### config.mk
export PLATFORM = sky130hd
export DESIGN_NAME = tag_release_queue
export DESIGN_NICKNAME = d
export VERILOG_FILES = /design/src/rtl/tag_release_queue.sv
export SDC_FILE = /design/constraint.sdc
export NUM_CORES = 1
export LEC_CHECK = 0
export ABC_CLOCK_PERIOD_IN_PS = 2700
export CAP_MARGIN = 20
export CORE_MARGIN = 1
export CORE_UTILIZATION = 40
export CTS_BUF_LIST = sky130_fd_sc_hd__clkbuf_4
export DETAILED_ROUTE_END_ITERATION = 6
export PLACE_DENSITY = 0.68
export SYNTH_ARGS = -nofsm -noshare
export SYNTH_HDL_FRONTEND = slang
export SYNTH_SLANG_ARGS = --single-unit
### constraint.sdc
create_clock -name clk -period 2.7 [get_ports clk]
set_input_delay 0.405 -clock clk [delete_from_list [all_inputs] [get_ports clk]]
set_output_delay 0.405 -clock clk [all_outputs]
set_load 0.05 [all_outputs]
### src/rtl/tag_release_queue.sv
// In-order return queue for L1D tags: records allocations, marks out-of-order completions,
// and releases tags back to the freelist strictly in allocation order.
module tag_release_queue #(
  parameter  int ENTRY_COUNT = 4,
  localparam int TAG_WIDTH   = $clog2(ENTRY_COUNT),
  localparam int CNT_WIDTH   = $clog2(ENTRY_COUNT + 1)
) (
  input  logic                 clk,
  input  logic                 rst_n,
  input  logic                 alloc_vld_i,
  input  logic [TAG_WIDTH-1:0] alloc_tag_i,
  output logic                 alloc_rdy_o,
  input  logic                 cmpl_vld_i,
  input  logic [TAG_WIDTH-1:0] cmpl_tag_i,
  output logic                 rel_vld_o,
  output logic [TAG_WIDTH-1:0] rel_tag_o,
  output logic                 cmpl_err_o,
  output logic [CNT_WIDTH-1:0] cnt_o,
  input  logic                 flush_i
);

  logic [TAG_WIDTH-1:0]   tag_q [ENTRY_COUNT];
  logic [TAG_WIDTH-1:0]   tag_d [ENTRY_COUNT];
  logic [ENTRY_COUNT-1:0] vld_q, vld_d, done_q, done_d, match_s;
  logic [TAG_WIDTH:0]     head_q, head_d, tail_q, tail_d;
  logic [CNT_WIDTH-1:0]   cnt_q, cnt_d;
  logic                   err_q, err_d;
  logic [TAG_WIDTH-1:0]   head_idx_s, tail_idx_s;
  logic                   empty_s, full_s, alloc_fire_s;

  // Pointer MSB is the wrap flag; the index wraps at ENTRY_COUNT-1 even for non-power-of-2 depths.
  function automatic logic [TAG_WIDTH:0] ptr_inc(input logic [TAG_WIDTH:0] ptr);
    logic [TAG_WIDTH:0] nxt;
    if (ptr[TAG_WIDTH-1:0] == TAG_WIDTH'(ENTRY_COUNT - 1)) begin
      nxt = {~ptr[TAG_WIDTH], {TAG_WIDTH{1'b0}}};
    end else begin
      nxt = {ptr[TAG_WIDTH], ptr[TAG_WIDTH-1:0] + TAG_WIDTH'(1)};
    end
    return nxt;
  endfunction

  assign head_idx_s   = head_q[TAG_WIDTH-1:0];
  assign tail_idx_s   = tail_q[TAG_WIDTH-1:0];
  assign empty_s      = (head_q == tail_q);
  assign full_s       = (head_idx_s == tail_idx_s) && (head_q[TAG_WIDTH] != tail_q[TAG_WIDTH]);
  assign alloc_rdy_o  = ~full_s;
  assign alloc_fire_s = alloc_vld_i & ~full_s & ~flush_i;
  assign rel_vld_o    = ~empty_s & done_q[head_idx_s] & ~flush_i;
  assign rel_tag_o    = tag_q[head_idx_s];
  assign cmpl_err_o   = err_q;
  assign cnt_o        = cnt_q;

  // Completion lookup against live, not-yet-done slots using pre-edge state only.
  always_comb begin
    match_s = '0;
    for (int i = 0; i < ENTRY_COUNT; i++) begin
      if (cmpl_vld_i && vld_q[i] && !done_q[i] && (tag_q[i] == cmpl_tag_i)) begin
        match_s[i] = 1'b1;
      end else begin
        match_s[i] = 1'b0;
      end
    end
  end

  // Next-state: flush wins; otherwise alloc, completion and release act on distinct slots.
  always_comb begin
    tag_d  = tag_q;
    vld_d  = vld_q;
    done_d = done_q;
    head_d = head_q;
    tail_d = tail_q;
    cnt_d  = cnt_q;
    err_d  = 1'b0;
    if (flush_i) begin
      vld_d  = '0;
      done_d = '0;
      head_d = '0;
      tail_d = '0;
      cnt_d  = '0;
      err_d  = 1'b0;
    end else begin
      done_d = done_q | match_s;
      err_d  = cmpl_vld_i & ~(|match_s);
      if (alloc_fire_s) begin
        tag_d[tail_idx_s]  = alloc_tag_i;
        vld_d[tail_idx_s]  = 1'b1;
        done_d[tail_idx_s] = 1'b0;
        tail_d             = ptr_inc(tail_q);
      end else begin
        tail_d = tail_q;
      end
      if (rel_vld_o) begin
        vld_d[head_idx_s]  = 1'b0;
        done_d[head_idx_s] = 1'b0;
        head_d             = ptr_inc(head_q);
      end else begin
        head_d = head_q;
      end
      cnt_d = cnt_q + CNT_WIDTH'(alloc_fire_s) - CNT_WIDTH'(rel_vld_o);
    end
  end

  // State registers; tags are reset too so rel_tag_o never carries X.
  always_ff @(posedge clk or negedge rst_n) begin
    if (!rst_n) begin
      for (int i = 0; i < ENTRY_COUNT; i++) begin
        tag_q[i] <= '0;
      end
      vld_q  <= '0;
      done_q <= '0;
      head_q <= '0;
      tail_q <= '0;
      cnt_q  <= '0;
      err_q  <= 1'b0;
    end else begin
      for (int i = 0; i < ENTRY_COUNT; i++) begin
        tag_q[i] <= tag_d[i];
      end
      vld_q  <= vld_d;
      done_q <= done_d;
      head_q <= head_d;
      tail_q <= tail_d;
      cnt_q  <= cnt_d;
      err_q  <= err_d;
    end
  end

endmodule
==> run summary <==
largest net degree at the start of global routing: 27
layout cells sized above 1: 0.195
latest clock arrival within the worst-skew pair: 330 ps
CP Data Arrival Time: 2730 ps
syn nets: 158
total wire length: 3210 um
Post-synth top cells: dfrtp_1 (26), xor2_1 (12), ha_1 (10), nor2_1 (10), inv_1 (9)
area delta synth->final: 19.4%
port bufs: 16
Slew @ Worst Pin: 527 ps
# setup viols final: 0
FP Rows: 22
max cap viols: 0
status: finished clean
RR Startpoint: head_q[0]
routability congestion estimate from global placement: 0.884
post-CTS resize count: 0
RSZ-0062 raised after global routing: no
average cell area after synthesis: 11.5 um^2
Post-synth EDFFs: 0
sequential area share after synthesis: 0.408
fin crit period: 2500 ps
Tot GR Track Use: 0.175
Clock transition at path regs: 160 ps
Die Span Y: 65.1 um
Max VDD drop: 0.248 mV
clock buffer depth: 2
Synth top area share: 0.408
vias in the first global route: 1181
CTS Buf Count: 3
DRC: 0
vias per inst: 5.30
Slew HR: 0.648
CTS hold repair buffers: 0
r2r endpoint: cnt_o[2]
ranking of synthesized cells by area: dfrtp_1 (41%), ha_1 (7.9%), xor2_1 (6.6%)
most common cell in the netlist: dfrtp_1
crit path kind: reg2reg
clk root buf: clkbuf_4
total grt overflow: 0
worst-path maximum fanout: 5
Synth Register Bits: 26
Reg2Reg Depth: 10
H-tree depth: 1
CTS tree: yes
antenna violations before repair: 0
Die Wd: 65.1 um
Static Leak: 0.845 nW
clk sink count: 26
crit path launch type: flip-flop
DRT Pass-1 Iters: 4
Initial Utilization: 0.425
crit path capture type: flip-flop
worst reg-to-reg setup slack: 200 ps
synthesis warning total: 0
Main synth FF type: dfrtp_1
DR WL/cell: 15.5 um
Post-synth ARST share: 1.00
ANT cells: 0
vias: 1097
final slew viol count: 0
CP Data Required Time: 2940 ps
Layout Skew: 8.47 ps
Power Dens Cells: 511 nW/um^2
final worst-path cycle share: 0.925
die area: 4240 um^2
first-pass GRT wire length: 5650 um
fin cells: 207
FMAX: 0.401 GHz
library cells used by synthesis: 35
Post-Syn Instances: 138
ANT nets after route: 0
biggest area consumer among synthesized cells: dfrtp_1
Post-DP HPWL: 2390 um
Setup Fix Bufs, Post-CTS: 0
Detailed Route Iter0 Violations: 47
synthesized area: 1590 um^2
HP Class: in2async
Cells after DPL: 203
FILL cells: 347
boundary pin count: 17
NumNets Final: 180
Core Area: 3740 um^2
setup TNS: 0 ps
final hold vios: 0
## worst max-delay path, stage by stage, from the launching register on
cell and delay [ps]:
dfrtp_2 450, mux4_2 570, o31a_4 140, nor2b_4 140
ha_1 280, inv_1 60, ha_1 130, inv_1 40
fa_1 380, xnor2_1 160, nor2_1 60
## placed cells by master (no fill, tap or decap), drive strengths merged, types with 2 or more instances in the layout
cell / instances
nand2: 8
or3: 2
a2111oi: 3
dlymetal6s2s: 3
buf: 7
inv: 9
o21a: 4
mux4: 3
nor2b: 2
mux2: 8
mux2i: 3
clkdlybuf4s50: 12
dfrtp: 26
clkbuf: 3
o31ai: 2
xor2: 12
and2: 3
xnor2: 4
nand3b: 3
nor3: 6
a21oi: 7
ha: 10
nor2: 10
## power breakdown
group	internal (mW)	leakage [nW]	switching (mW)	total (mW)
sequential	0.431	0.346	0.0399	0.471
combinational	0.104	0.471	0.121	0.224
clock	0.150	0.0279	0.127	0.277
total	0.684	0.845	0.288	0.972
## worst max path at each step
stage	slack (ps)	to	from	cells past startpoint
floorplan	2	cnt_o[2]	head_q[0]	12
global placement	260	cnt_o[2]	flush_i	10
detailed placement	150	cnt_o[2]	flush_i	10
CTS	20	rel_tag_o[0]	head_q[0]	3
global route	60	cnt_o[2]	head_q[0]	10
finish	200	cnt_o[2]	head_q[0]	10
## metrics by stage
step / setup slack (ps) / util / hold WS [ps] / area (um^2) / power (mW)
after floorplan: 1.83 / - / 109 / 1600 / 0.622
after global placement: 256 / 0.492 / 475 / 1840 / 0.696
after detailed placement: 153 / 0.492 / 483 / 1840 / 0.703
after CTS: 17.8 / 0.506 / 439 / 1890 / 0.978
after global routing: 58.9 / 0.508 / 452 / 1900 / 1.02
final: 204 / 0.508 / 417 / 1900 / 0.972
## registers in the layout, indices dropped and copies added (netlist names)
name	count
vld_q	4
tag_q	8
tail_q	3
cnt_o	3
done_q	4
cmpl_err_o	1
head_q	3
## per-layer routing
metal / up-vias / routed length [um] / GRT usage
met5: - / 0 / 0
met4: 0 / 36 / 0.0652
met3: 4 / 98 / 0.0313
met2: 14 / 1540 / 0.293
met1: 555 / 1530 / 0.225
li1: 524 / - / -
## logic make-up (layout without fill, tap and decap cells)
kind of cell,after synthesis,after routing,share of synthesized area
and+or+nand+nor,37,37,0.119
DFF,26,26,0.408
AOI/OAI and AO/OA,20,20,0.128
xor gates and xnor gates,16,16,0.0880
muxes,14,14,0.123
buffers and inverters,14,35,0.0432
adders and majority gates,11,11,0.0911
## final cells by class
cell class              count  area, um^2  share of cell area
clock buffers               3        22.5              0.0118
clock inverters             1        30.0              0.0158
inverters                   9        33.8              0.0178
multi-input cells          98         881               0.463
flip-flops and latches     26         652               0.343
well taps                  48        60.1              0.0316
repair buffers             22         223               0.117
Note: power is estimated with default switching activity, not from simulation.
